File: src/rtl/wb_arbiter_if.sv
// Writeback arbiter bus: requester-side handshake/payload plus the single ROB writeback port.
// The arbiter takes the slave view; requesters and the ROB side take the master view.
interface wb_arbiter_if #(
    parameter int NREQ = 4
);
    localparam int PW = $clog2(NREQ);

    logic [NREQ-1:0]    req_valid;
    logic [NREQ*7-1:0]  req_robid;
    logic [NREQ*32-1:0] req_result;
    logic [NREQ-1:0]    req_error;
    logic [NREQ*5-1:0]  req_ecause;
    logic [NREQ-1:0]    req_ready;
    logic               rob_flush;

    logic               wb_valid;
    logic               wb_error;
    logic [4:0]         wb_ecause;
    logic [6:0]         wb_robid;
    logic [31:0]        wb_result;
    logic [PW-1:0]      wb_grant;

    modport master (
        output req_valid, req_robid, req_result, req_error, req_ecause, rob_flush,
        input  req_ready, wb_valid, wb_error, wb_ecause, wb_robid, wb_result, wb_grant
    );

    modport slave (
        input  req_valid, req_robid, req_result, req_error, req_ecause, rob_flush,
        output req_ready, wb_valid, wb_error, wb_ecause, wb_robid, wb_result, wb_grant
    );
endinterface

File: src/rtl/wb_arbiter.sv
// Round-robin writeback arbiter: NREQ result producers share one ROB writeback port.
// Define WB_ARBITER_OUTREG_EN to register the wb_* outputs (latency 1); default is combinational.
module wb_arbiter #(
    parameter int NREQ = 4
) (
    input  logic         clk,
    input  logic         rst,
    wb_arbiter_if.slave  bus
);
    localparam int PW = $clog2(NREQ);

    logic [PW-1:0] ptr;
    logic [PW-1:0] win_idx;
    logic [PW-1:0] scan_idx;
    logic          win_found;
    logic          grant;

    logic [6:0]    robid_a  [NREQ];
    logic [31:0]   result_a [NREQ];
    logic [4:0]    ecause_a [NREQ];

    genvar gi;
    generate
        for (gi = 0; gi < NREQ; gi++) begin : g_unpack
            assign robid_a[gi]  = bus.req_robid[gi*7 +: 7];
            assign result_a[gi] = bus.req_result[gi*32 +: 32];
            assign ecause_a[gi] = bus.req_ecause[gi*5 +: 5];
        end
    endgenerate

    // NREQ is a power of two, so the PW-bit add wraps modulo NREQ for free.
    always_comb begin
        win_found = 1'b0;
        win_idx   = '0;
        scan_idx  = '0;
        for (int k = 0; k < NREQ; k++) begin
            scan_idx = ptr + PW'(k);
            if (!win_found && bus.req_valid[scan_idx]) begin
                win_found = 1'b1;
                win_idx   = scan_idx;
            end
        end
    end

    // Nothing is consumed while in reset; requesters keep holding and are re-arbitrated from 0.
    assign grant         = win_found & ~rst;
    assign bus.req_ready = grant ? (NREQ'(1) << win_idx) : '0;

    always_ff @(posedge clk) begin
        if (rst) begin
            ptr <= '0;
        end else if (win_found) begin
            ptr <= win_idx + 1'b1;
        end
    end

`ifdef WB_ARBITER_OUTREG_EN
    logic          wb_valid_q;
    logic          wb_error_q;
    logic [4:0]    wb_ecause_q;
    logic [6:0]    wb_robid_q;
    logic [31:0]   wb_result_q;
    logic [PW-1:0] wb_grant_q;

    always_ff @(posedge clk) begin
        if (rst) begin
            wb_valid_q  <= 1'b0;
            wb_error_q  <= 1'b0;
            wb_ecause_q <= '0;
            wb_robid_q  <= '0;
            wb_result_q <= '0;
            wb_grant_q  <= '0;
        end else begin
            wb_valid_q  <= win_found & ~bus.rob_flush;
            wb_error_q  <= bus.req_error[win_idx];
            wb_ecause_q <= ecause_a[win_idx];
            wb_robid_q  <= robid_a[win_idx];
            wb_result_q <= result_a[win_idx];
            wb_grant_q  <= win_idx;
        end
    end

    // A flush arriving one cycle after capture still kills the registered entry.
    assign bus.wb_valid  = wb_valid_q & ~bus.rob_flush & ~rst;
    assign bus.wb_error  = wb_error_q;
    assign bus.wb_ecause = wb_ecause_q;
    assign bus.wb_robid  = wb_robid_q;
    assign bus.wb_result = wb_result_q;
    assign bus.wb_grant  = wb_grant_q;
`else
    assign bus.wb_valid  = grant & ~bus.rob_flush;
    assign bus.wb_error  = bus.req_error[win_idx];
    assign bus.wb_ecause = ecause_a[win_idx];
    assign bus.wb_robid  = robid_a[win_idx];
    assign bus.wb_result = result_a[win_idx];
    assign bus.wb_grant  = win_idx;
`endif

endmodule
File: src/flat_wrapper.sv
// flat-port wrapper written by rule: the top's interface ports become plain ports
module wb_arbiter_flat 
#(
    parameter int NREQ = 4
)
  (clk, rst, bus_req_valid, bus_req_robid, bus_req_result, bus_req_error, bus_req_ecause, bus_rob_flush, bus_req_ready, bus_wb_valid, bus_wb_error, bus_wb_ecause, bus_wb_robid, bus_wb_result, bus_wb_grant);
  wb_arbiter_if #(.NREQ(NREQ)) bus_i ();
  input  logic clk;
  input  logic rst;
  input wire logic [$bits(bus_i.req_valid)-1:0] bus_req_valid;
  input wire logic [$bits(bus_i.req_robid)-1:0] bus_req_robid;
  input wire logic [$bits(bus_i.req_result)-1:0] bus_req_result;
  input wire logic [$bits(bus_i.req_error)-1:0] bus_req_error;
  input wire logic [$bits(bus_i.req_ecause)-1:0] bus_req_ecause;
  input wire logic [$bits(bus_i.rob_flush)-1:0] bus_rob_flush;
  output wire logic [$bits(bus_i.req_ready)-1:0] bus_req_ready;
  output wire logic [$bits(bus_i.wb_valid)-1:0] bus_wb_valid;
  output wire logic [$bits(bus_i.wb_error)-1:0] bus_wb_error;
  output wire logic [$bits(bus_i.wb_ecause)-1:0] bus_wb_ecause;
  output wire logic [$bits(bus_i.wb_robid)-1:0] bus_wb_robid;
  output wire logic [$bits(bus_i.wb_result)-1:0] bus_wb_result;
  output wire logic [$bits(bus_i.wb_grant)-1:0] bus_wb_grant;
  assign bus_i.req_valid = bus_req_valid;
  assign bus_i.req_robid = bus_req_robid;
  assign bus_i.req_result = bus_req_result;
  assign bus_i.req_error = bus_req_error;
  assign bus_i.req_ecause = bus_req_ecause;
  assign bus_i.rob_flush = bus_rob_flush;
  assign bus_req_ready = bus_i.req_ready;
  assign bus_wb_valid = bus_i.wb_valid;
  assign bus_wb_error = bus_i.wb_error;
  assign bus_wb_ecause = bus_i.wb_ecause;
  assign bus_wb_robid = bus_i.wb_robid;
  assign bus_wb_result = bus_i.wb_result;
  assign bus_wb_grant = bus_i.wb_grant;
  wb_arbiter #(.NREQ(NREQ)) u_core (.clk(clk), .rst(rst), .bus(bus_i));
endmodule
File: config.mk
export PLATFORM = sky130hd
export DESIGN_NAME = wb_arbiter_flat
export DESIGN_NICKNAME = d
export VERILOG_FILES = /design/src/rtl/wb_arbiter_if.sv /design/src/rtl/wb_arbiter.sv /design/src/flat_wrapper.sv
export SDC_FILE = /design/constraint.sdc
export NUM_CORES = 1
export LEC_CHECK = 0
export ABC_AREA = 1
export BUFFER_PORTS_ARGS = -buffer_cell sky130_fd_sc_hd__buf_2
export CORE_AREA = 3 3 93 95
export CTS_CLUSTER_SIZE = 8
export DETAILED_ROUTE_END_ITERATION = 10
export DIE_AREA = 0 0 96 98
export GPL_TIMING_DRIVEN = 1
export PLACE_DENSITY = 0.67
export SLEW_MARGIN = 40
export SYNTH_ARGS = -nofsm -noshare
export SYNTH_HDL_FRONTEND = slang
export SYNTH_SLANG_ARGS = --single-unit
File: constraint.sdc
create_clock -name clk -period 2.7 [get_ports clk]
set_input_delay 0 -clock clk [delete_from_list [all_inputs] [get_ports clk]]
set_output_delay 0 -clock clk [all_outputs]
set_load 0.005 [all_outputs]
* Word-level counts from Yosys, hierarchy flattened
Index checks and enable logic that the tools add are counted.
** Cells by class
- Add/sub/neg operators :: 4
- Bitwise gates (word level) :: 5
- $lt $le $gt $ge :: 6
- Multiplexer cells :: 28
- Shifts and indexed selects :: 1
- Reduce and logical (&&, ||, !) cells :: 6
** Operator list (number)
- binary-select mux 32 bit (select 2 bit) :: 1
- two-way mux 32 bit :: 2
- less-than comparator 2 x 3 -> 1 bit (second input constant) :: 5
- binary-select mux 7 bit (select 2 bit) :: 1
- two-way mux 7 bit :: 2
- binary-select mux 1 bit (select 2 bit) :: 5
- binary-select mux 5 bit (select 2 bit) :: 1
- two-way mux 5 bit :: 2
- two-way mux 1 bit :: 9
- two-way mux 2 bit :: 4
- adder 2 x 1 -> 2 bit (second input constant) :: 2
- adder 2 bit (second input constant) :: 2
- two-way mux 4 bit :: 1
- << shifter 1 x 2 -> 4 bit (first input constant) :: 1
- >= comparator 3 bit (second input constant) :: 1
- logical AND 1 bit :: 3
- logical NOT 1 bit :: 3
- NOT 2 -> 3 bit :: 1
- bitwise AND 1 bit :: 2
- NOT 1 bit :: 2
** Word-level totals
- Input port bits :: 187
- Bits in registers :: 2

* Depth between registers and ports, before layout
Gate-level depths: netlist of the first run.
- Depth in word-level cells :: 16
- Mapped depth :: 17
- Mapped depth without buffers :: 14

* Worst setup path before layout of the first run
OpenSTA, ideal clock, no wires.
- Path type :: register to register
- Start point :: reg u_core.ptr[0]
- End point :: reg u_core.ptr[1]
- Arrival :: 1505 ps
- Cell stages (with the launch flop) :: 15
- Path buffers :: 3
- Period minus slack after synthesis :: 1622 ps
- Path slack :: 1078 ps
- Required time :: 2583 ps
- Cell sequence :: dfxtp_1 -> buf_4 -> inv_4 -> nand2_1 -> nand2_2 -> nand2_1 -> nand2_1 -> nor2_4 -> nand3b_4 -> nand2_2 -> buf_6 -> buf_6 -> nor2_1 -> nor2_1 -> nor2_1
** Between the ends
- Longest elaborated chain between the ends :: 13
- Elaborated cells between the ends (all ways) :: 26
- Classes of those cells :: add/sub (4); mux (16); reduce/logical (6)
** RTL lines
- start, declared :: line wb_arbiter.sv:12 : logic [PW-1:0] ptr;
- start signal, assigned :: line wb_arbiter.sv:53 : ptr <= win_idx + 1'b1;
- branches (longest 13 deep; another with adder 2 x 1 -> 2 bit)
Parallel ways; which one is timed is not known. The select of a mux whose other input is x is not followed.
A chain may end at the register's enable or synchronous reset.

* Final worst setup path of the first run
- Start point :: reg u_core.ptr[1]
- End point :: out bus_req_ready[0]
** Between the ends
- Longest elaborated chain between the ends :: 14
- Elaborated cells between the ends (all ways) :: 28
- Classes of those cells :: add/sub (3); shift (1); mux (17); bitwise (1); reduce/logical (6)
** RTL lines
- branches (longest 13 deep; another with adder 2 x 1 -> 2 bit)
- two-way mux 4 bit * :: line wb_arbiter.sv:47 : assign bus.req_ready = grant ? (NREQ'(1) << win_idx) : '0;
- end, declared :: line flat_wrapper.sv:16 : output wire logic [$bits(bus_i.req_ready)-1:0] bus_req_ready;
Mark *: on every way between the ends. The select of a mux whose other input is x is not followed.

==> impl_metrics.yaml, run 1 <==
status:
  status: "completed"
placed_design:
  gp_congestion: 0.943
  dp_hpwl_um: 7930
  place_ws_ns: 0.339
  postPlaceCellArea_um2: 3420
  port_buffers: 238
timing:
  timing.final.crit_share_pct: 89.7
  tns_ns: 0
  setup_violations: 0
  fmax_mhz: 413
  grt_setup_unrepaired: "false"
  report.final.slew_viol_count: 0
  setup_ws_ns: 0.278
  finalClockSkew_ns: 0.00186
  period_needed_ns: 2.42
  maxSlewHeadroom_pct: 67.0
  worst_pin_slew_ns: 0.496
  hold_viol: 0
detailed_routing:
  wl_um: 10300
  wl_per_cell_um: 12.3
  dr_total_vias: 3941
  drc: 0
  drt_first_iter_violations: 104
  final_antenna_net_count: 0
  dr.pass1.iters: 5
  via_per_inst: 4.71
critical_path:
  crit_required_ns: 2.70
  cpMostUsedCell: "nand2_1"
  crit_chain: "inv_1 > nand2_1 > nand2_2 > o21ai_1 > nand3b_4 > buf_4 > nand2_1 > nor3_2 > buf_2"
  critical-path-top-delay-family: "simple AND/OR/NAND/NOR gates"
  cp-start-kind: "register"
  r2r_cells: 13
  r2r_end: "u_core.ptr[1]"
  cp_slowest_stage_delay_ns: 0.42
  r2r-start: "u_core.ptr[1]"
  worst-path-buf-inv: 3
  critical_path.slowest_cell: "dfxtp_1"
  end_kind: "primary output"
  arrival_ns: 2.42
  critPathMaxFanout: 34
  r2r_setup_slack_ns: 0.57
  critical_path_class: "reg2out"
clock_network:
  cts_inserted_buffers: 3
  cts-root-buf: "clkbuf_8"
  post_cts_resized: 0
  cts_sinks: 2
  cts.path.max_buffers: 2
  htree_levels: 1
  cts_hold_buf: 0
  clock_latency_ns: 0.21
  cts_tree: "done"
  cts.clk_slew.worst_paths_ns: 0.03
  postCtsSetupBuffers: 0
cells_and_area:
  largest_reg_flops: 2
  drive_above_1_share_pct: 35.8
  num_antenna_cells: 0
  top_register: "u_core.ptr"
  fin_util_pct: 44.5
  final_area_um2: 3480
  nets: 923
  largest_registers: "u_core.ptr: 2 flops"
  area_growth_syn_to_layout_pct: 53.0
pwr:
  fin_total_pwr_uw: 5790
  p_leak_uw: 0.00246
  ir_drop_mv: 0.886
  powerDensity_nw_per_um2: 1660
grt:
  grt_max_degree: 69
  grt_remaining_overflow: 0
  grt_pass1_vias: 3475
  grt.total_usage_pct: 19.1
  antenna_found_initial: 0
  grt_first_pass_wirelength_um: 15100
logic_synthesis:
  synth_common_cells: "nand2_1, nand3_1, buf_2, inv_1, buf_4"
  synth.most_common_cell: "nand2_1"
  ys_types: 19
  yosysTopAreaCell: "nand2_1"
  synth_top_area_share_pct: 58.6
  syn_nets: 710
  netlist_instances: 523
  ys_seq_area_share_pct: 1.76
  synth.avg_cell_area_um2: 4.34
  synthFlopType: "dfxtp_1"
  synth-async-reset-ratio_pct: 0
  synth_seq_cells: 2
  syn_area_um2: 2270
  yosys_warnings: 0
  synth-edff-count: 0
  synthTopCellsByArea: "nand2_1, nand3_1, buf_2, buf_4, buf_6"
die:
  std_cell_rows: 32
  die_area_um2: 9410
  dieHeight_um: 98
  start_util_pct: 29.1
  ios: 239
  fp.dieW_um: 96
  core_um2: 7810
worst_hold_path:
  hold_start: "rst"
  whs_path_depth: 2
  min_to: "u_core.ptr[0]"
  hold_class: "in2reg"
job:
  cap_violations: 0
-- power breakdown --
| part | switching (µW) | internal, µW | leakage, µW |
|---|---|---|---|
| Combinational | 3520 | 2080 | 0.00242 |
| Clock | 21.9 | 94.1 | 0.0000216 |
| Sequential | 30.4 | 45.9 | 0.0000169 |
| Total | 3570 | 2220 | 0.00246 |
-- worst register-to-register path, stage by stage (launching register included) --
cell      delay (ns)
dfxtp_1         0.42
inv_1           0.12
nand2_1         0.10
nand2_2         0.07
nand2_1         0.08
nand2_1         0.09
nor2_4          0.18
nand3b_4        0.22
nand2_2         0.17
buf_12          0.26
nand2_1         0.17
nand2_1         0.07
nor2_1          0.04
nor2_1          0.07
-- cells in the final DEF (no fill, tap or decap) --
| cell type | n |
|---|---|
| nor3_1 | 2 |
| buf_4 | 7 |
| nand3b_2 | 1 |
| o21ai_1 | 1 |
| nand3_1 | 95 |
| nor2_1 | 6 |
| buf_2 | 238 |
| nand4_1 | 1 |
| inv_1 | 10 |
| inv_4 | 2 |
| nor3_2 | 1 |
| dfxtp_2 | 1 |
| nand3b_4 | 1 |
| buf_6 | 1 |
| nor2_4 | 1 |
| o21ai_0 | 1 |
| nand2_1 | 354 |
| inv_2 | 1 |
| dfxtp_1 | 1 |
| nand2_2 | 5 |
| clkbuf_8 | 3 |
| buf_12 | 1 |
-- cell type report --
cell class                 count  area, µm²
multi-input combinational    469       1940
clock buffer                   3       41.3
fill                         875       4330
tap                          102        128
inverter                      13       53.8
sequential                     2       41.3
timing repair buffer         247       1270
-- worst max path at each step --
| stage | startpoint | endpoint | slack [ns] | cells after the start |
|---|---|---|---|---|
| final | u_core.ptr[1] | bus_req_ready[0] | 0.28 | 9 |
| after global routing | u_core.ptr[1] | bus_wb_result[2] | 0.1 | 14 |
| after CTS | u_core.ptr[0] | bus_wb_result[31] | 0.11 | 14 |
| after detailed placement | u_core.ptr[0] | bus_wb_result[31] | 0.34 | 14 |
| after global placement | u_core.ptr[0] | bus_wb_result[31] | 0.42 | 14 |
| after floorplan | u_core.ptr[0] | u_core.ptr[1] | 1.08 | 14 |
-- metrics by stage --
step                      cells  hold slack (ns)
after floorplan             523           0.0311
after global placement      832            0.221
after detailed placement    832            0.221
after CTS                   835          0.00788
after global routing        836          0.00905
final                       836          0.00299
-- layer usage --
| metal | vias to the layer above | GRT usage (%) | share of wire, % |
|---|---|---|---|
| li1 | 2049 | - | - |
| met1 | 1713 | 21.5 | 40 |
| met2 | 165 | 36.8 | 50 |
| met3 | 14 | 2.16 | 8.0 |
| met4 | 0 | 5.03 | 1.3 |
| met5 | - | 0 | 0 |
-- cells by family after synthesis --
logic type / count (synthesis) / synth area share, %
AND/OR/NAND/NOR: 466 / 84.2
flip-flops: 2 / 1.76
AO/OA/AOI/OAI: 2 / 0.440
buffers and inverters: 53 / 13.6
Power figures use the tool's default switching activity.
==> run 2, diff against run 1 <==
--- a/config.mk
+++ b/config.mk
@@ -7,12 +7,13 @@
 export LEC_CHECK = 0
 export ABC_AREA = 1
 export BUFFER_PORTS_ARGS = -buffer_cell sky130_fd_sc_hd__buf_2
+export CAP_MARGIN = 25
 export CORE_AREA = 3 3 93 95
 export CTS_CLUSTER_SIZE = 8
 export DETAILED_ROUTE_END_ITERATION = 10
 export DIE_AREA = 0 0 96 98
 export GPL_TIMING_DRIVEN = 1
-export PLACE_DENSITY = 0.67
+export PLACE_DENSITY = 0.73
 export SLEW_MARGIN = 40
 export SYNTH_ARGS = -nofsm -noshare
 export SYNTH_HDL_FRONTEND = slang
==> run 2 against run 1 <==
  * Combinational power down 2%
  * First-iteration DRC count fell by 6.7%
  * Final cell count decreased by 0.36%
  * Critical path depth rose by 5
  * Cell area is 0.90% lower
  * Sequential power shrank 1%
  * Register-to-register slack worse by 0.06 ns
  * Critical path type unchanged
  * Highest routed layer unchanged
==> impl_metrics.yaml, run 2 (synthesis results as in run 1) <==
status:
  status: "completed"
pwr:
  fin_total_pwr_uw: 5660
  p_leak_uw: 0.00244
  ir_drop_mv: 0.894
  powerDensity_nw_per_um2: 1640
die:
  die_area_um2: 9410
  std_cell_rows: 32
  core_um2: 7810
  dieHeight_um: 98
  ios: 239
  fp.dieW_um: 96
  start_util_pct: 29.1
detailed_routing:
  wl_um: 9550
  drt_first_iter_violations: 97
  via_per_inst: 4.54
  wl_per_cell_um: 11.5
  dr.pass1.iters: 4
  final_antenna_net_count: 0
  dr_total_vias: 3782
  drc: 0
clock_network:
  cts_inserted_buffers: 3
  cts_sinks: 2
  cts-root-buf: "clkbuf_8"
  htree_levels: 1
  cts.path.max_buffers: 2
  clock_latency_ns: 0.22
  cts_hold_buf: 0
  cts_tree: "done"
  cts.clk_slew.worst_paths_ns: 0.03
grt:
  grt_max_degree: 67
  grt_pass1_vias: 3254
  grt_first_pass_wirelength_um: 14300
  antenna_found_initial: 0
  grt.total_usage_pct: 18.1
  grt_remaining_overflow: 0
placed_design:
  port_buffers: 238
  place_inst: 830
  gp_congestion: 0.859
  dp_hpwl_um: 7220
timing:
  tns_ns: 0
  fin_hold_ws_ns: 0.00656
  hold_viol: 0
  timing.final.crit_share_pct: 88.6
  finalClockSkew_ns: 0.00289
  fmax_mhz: 418
  grt_setup_unrepaired: "false"
  report.final.slew_viol_count: 0
  period_needed_ns: 2.39
  worst_pin_slew_ns: 0.533
  maxSlewHeadroom_pct: 64.5
  setup_violations: 0
cells_and_area:
  largest_registers: "u_core.ptr: 2 flops"
  drive_above_1_share_pct: 35.4
  area_growth_syn_to_layout_pct: 51.6
  fill_cells: 918
  final_cell_mix: "nand2_1, buf_2, nand3_1"
  num_antenna_cells: 0
  layout.cells.non_filler: 833
  largest_reg_flops: 2
  nets: 920
  final_common_cell: "nand2_1"
  top_register: "u_core.ptr"
critical_path:
  arrival_ns: 2.39
  cpMostUsedCell: "nand2_1"
  crit_cells: 14
  r2r_setup_slack_ns: 0.51
  worst-path-buf-inv: 4
  crit_chain: "inv_4 > nand2_1 > nand3_1 > nand2_2 > inv_1 > nand2_1 > nand2_1 > nand2_2 > buf_4 > nand3_1 > nand2_1 > nand2_1 > nand2_1 > buf_2"
  end_kind: "primary output"
  crit_required_ns: 2.70
  critical-path-top-delay-family: "simple AND/OR/NAND/NOR gates"
  critPathCapture: "bus_wb_result[13]"
  r2r_cells: 15
  critical_path_class: "reg2out"
  r2r-start: "u_core.ptr[0]"
  critical_path.slowest_cell: "dfxtp_1"
  critPathMaxFanout: 53
  r2r_end: "u_core.ptr[1]"
  crit_start: "u_core.ptr[0]"
  cp_slowest_stage_delay_ns: 0.53
  cp-start-kind: "register"
worst_hold_path:
  hold_class: "in2reg"
  whs_path_depth: 2
job:
  cap_violations: 0
run 2: changes by cell type in the layout (fill, tap and decap cells not counted), sizes merged:
| cell | previous run | this run |
|---|---|---|
| nand3b | 2 | 1 |
| buf | 247 | 245 |
run 2: timing repair:
action	4_1_cts	5_1_grt
resized for setup	0	1
endpoints found under the setup margin	0	30
setup buffers	0	0
run 2: worst min path at each step:
stage	start	to	slack, ns
floorplan	bus_rob_flush	bus_wb_valid	0.03
global placement	bus_rob_flush	bus_wb_valid	0.22
detailed placement	bus_rob_flush	bus_wb_valid	0.22
CTS	rst	u_core.ptr[0]	0.001
global route	rst	u_core.ptr[0]	0.02
finish	rst	u_core.ptr[0]	0.007
run 2: report_power, final:
part | switching (µW) | leakage, µW | internal, µW
Sequential | 31.1 | 0.0000167 | 44.0
Combinational | 3440 | 0.00241 | 2030
Clock | 27.5 | 0.0000216 | 94.6
run 2: metal layers:
metal | vias to the layer above | track usage, % | share of wire (%)
met5 | - | 0 | 0
met4 | 0 | 3.94 | 1.5
met3 | 14 | 2.31 | 8.8
met2 | 155 | 33.9 | 49
met1 | 1572 | 21.5 | 41
li1 | 2041 | - | -
run 2: through the flow:
step                      setup slack, ns  util [%]  instance area, µm²
final                               0.307      44.1                3440
after global routing               0.0998      44.1                3440
after CTS                           0.280      44.1                3440
after detailed placement            0.512      43.6                3400
after global placement              0.550      43.6                3400
after floorplan                      1.08         -                2270
run 2: area by class of cell:
cell class / count / area, µm² / share of cell area [%]
multi-input combinational: 468 / 1930 / 55.9
timing repair buffer: 245 / 1260 / 36.5
tap: 102 / 128 / 3.71
inverter: 13 / 53.8 / 1.56
clock buffer: 3 / 41.3 / 1.20
sequential: 2 / 40.0 / 1.16
==> run 3, diff against run 2 <==
--- a/config.mk
+++ b/config.mk
@@ -8,12 +8,12 @@
 export ABC_AREA = 1
 export BUFFER_PORTS_ARGS = -buffer_cell sky130_fd_sc_hd__buf_2
 export CAP_MARGIN = 25
-export CORE_AREA = 3 3 93 95
+export CORE_AREA = 2 2 92 94
 export CTS_CLUSTER_SIZE = 8
 export DETAILED_ROUTE_END_ITERATION = 10
-export DIE_AREA = 0 0 96 98
-export GPL_TIMING_DRIVEN = 1
+export DIE_AREA = 0 0 94 96
 export PLACE_DENSITY = 0.73
+export RECOVER_POWER = 50
 export SLEW_MARGIN = 40
 export SYNTH_ARGS = -nofsm -noshare
 export SYNTH_HDL_FRONTEND = slang
==> run 3 against run 2 <==
  * Sequential power down 2%
  * Die area shrank 4.1%
  * Non-clock buffer count down 1
  * Worst hold slack better by 0.0073 ns
  * Combinational power down 1%
  * Count of clock-buffer cells in the layout is the same
  * Sequential share of layout area about the same
  * Utilization fell by 1.5 points
  * Clock power decreased by 6%
  * Flip-flop and latch count is the same
  * Setup slack worse by 0.052 ns
  * Critical path depth fell by 5
  * Largest power group unchanged
==> impl_metrics.yaml, run 3 (synthesis results as in run 1) <==
timing:
  tns_ns: 0
  worst_pin_slew_ns: 0.559
  timing.final.crit_share_pct: 90.5
  setup_ws_ns: 0.255
  report.final.slew_viol_count: 0
  finalClockSkew_ns: 0.00134
  period_needed_ns: 2.44
  hold_viol: 0
  maxSlewHeadroom_pct: 62.7
  setup_violations: 0
  grt_setup_unrepaired: "false"
  fmax_mhz: 409
placed_design:
  dp_hpwl_um: 6720
  gp_congestion: 0.849
  place_ws_ns: 0.539
  port_buffers: 238
detailed_routing:
  final_antenna_net_count: 0
  dr_total_vias: 3786
  drc: 0
  wl_per_cell_um: 11.0
  dr.pass1.iters: 4
  wl_um: 9180
  drt_first_iter_violations: 144
  via_per_inst: 4.53
job:
  cap_violations: 0
pwr:
  internal-power_uw: 2120
  switching_power_uw: 3460
  p_seq_share_pct: 1.3
  power_frac_clock_pct: 2.1
  powerDensity_nw_per_um2: 1630
  switching_share_pct: 62.0
  comb_power_share_pct: 96.6
  p_leak_uw: 0.00240
  ir_drop_mv: 0.835
cells_and_area:
  final_common_cell: "nand2_1"
  largest_registers: "u_core.ptr: 2 flops"
  drive_above_1_share_pct: 34.0
  top_register: "u_core.ptr"
  nets: 919
  multi_input_area_um2: 1910
  largest_reg_flops: 2
  area_growth_syn_to_layout_pct: 50.9
  num_antenna_cells: 0
  register_area_um2: 40.0
  final_cell_mix: "nand2_1, buf_2, nand3_1"
  fill_cells: 923
clock_network:
  clock_latency_ns: 0.21
  cts-root-buf: "clkbuf_8"
  cts_tree: "done"
  htree_levels: 1
  cts_inserted_buffers: 3
  cts.clk_slew.worst_paths_ns: 0.03
  cts_hold_buf: 0
  cts_sinks: 2
  cts.path.max_buffers: 2
die:
  start_util_pct: 28.2
  ios: 239
  core_um2: 8050
  fp.dieW_um: 94
  dieHeight_um: 96
  std_cell_rows: 33
  die_area_um2: 9020
critical_path:
  critical_path_class: "reg2out"
  critPathMaxFanout: 52
  r2r_setup_slack_ns: 0.56
  crit_required_ns: 2.70
  cp-start-kind: "register"
  end_kind: "primary output"
  arrival_ns: 2.44
grt:
  grt.total_usage_pct: 18.4
  grt_remaining_overflow: 0
  grt_pass1_vias: 3138
  grt_first_pass_wirelength_um: 13800
  grt_max_degree: 96
  antenna_found_initial: 0
worst_hold_path:
  hold_class: "in2reg"
status:
  status: "completed"
-- run 3: power groups by stage --
stage / combinational [µW] / sequential [µW] / clock (µW)
finish: 5390 / 73.8 / 115
global route: 6230 / 75.5 / 119
CTS: 5510 / 72.9 / 118
detailed placement: 5490 / 73.2 / 0
global placement: 5480 / 73.2 / 0
floorplan: 4040 / 51.3 / 0
-- run 3: per-layer routing --
layer	track usage, %	up-vias	part of all wire [%]
met5	0	-	0
met4	4.59	0	0.59
met3	2.66	6	8.1
met2	34.4	163	50
met1	22.1	1583	42
li1	-	2034	-
-- run 3: stage by stage --
step	total power, µW	instance area (µm²)	util [%]	instances	hold WS [ns]
after floorplan	4090	2270	-	523	0.0311
after global placement	5550	3410	42.3	832	0.216
after detailed placement	5570	3410	42.3	832	0.220
after CTS	5700	3450	42.9	835	0.0141
after global routing	6430	3430	42.6	835	0.0356
final	5580	3430	42.6	835	0.0139
-- run 3: path summary, 6_finish.rpt --
kind,startpoint,end,cells after the start
setup / recovery,u_core.ptr[0],bus_req_ready[0],9
setup reg to reg,u_core.ptr[0],u_core.ptr[1],15
hold reg to reg,u_core.ptr[1],u_core.ptr[1],2
hold / removal,rst,u_core.ptr[0],2
-- run 3: final cells by class --
cell class                 instances  area share (%)
timing repair buffer             244            36.5
sequential                         2            1.17
tap                              105            3.83
multi-input combinational        468            55.7
clock buffer                       3            1.20
inverter                          13            1.57
-- run 3: critical path: stages (launching register included) --
cell and delay [ns]:
dfxtp_1 0.52, inv_4 0.10, nand2_1 0.09, nand2_2 0.07, o21ai_0 0.20, nand3b_1 0.19, clkbuf_4 0.52, nand2_1 0.22
nor3_2 0.19, buf_2 0.13
-- run 3: what timing repair did --
item / CTS / global route
endpoints found under the hold margin: 0 / 0
buffers inserted: 0 / 0
gates resized for setup: 0 / 1
endpoints found under the setup margin: 0 / 25
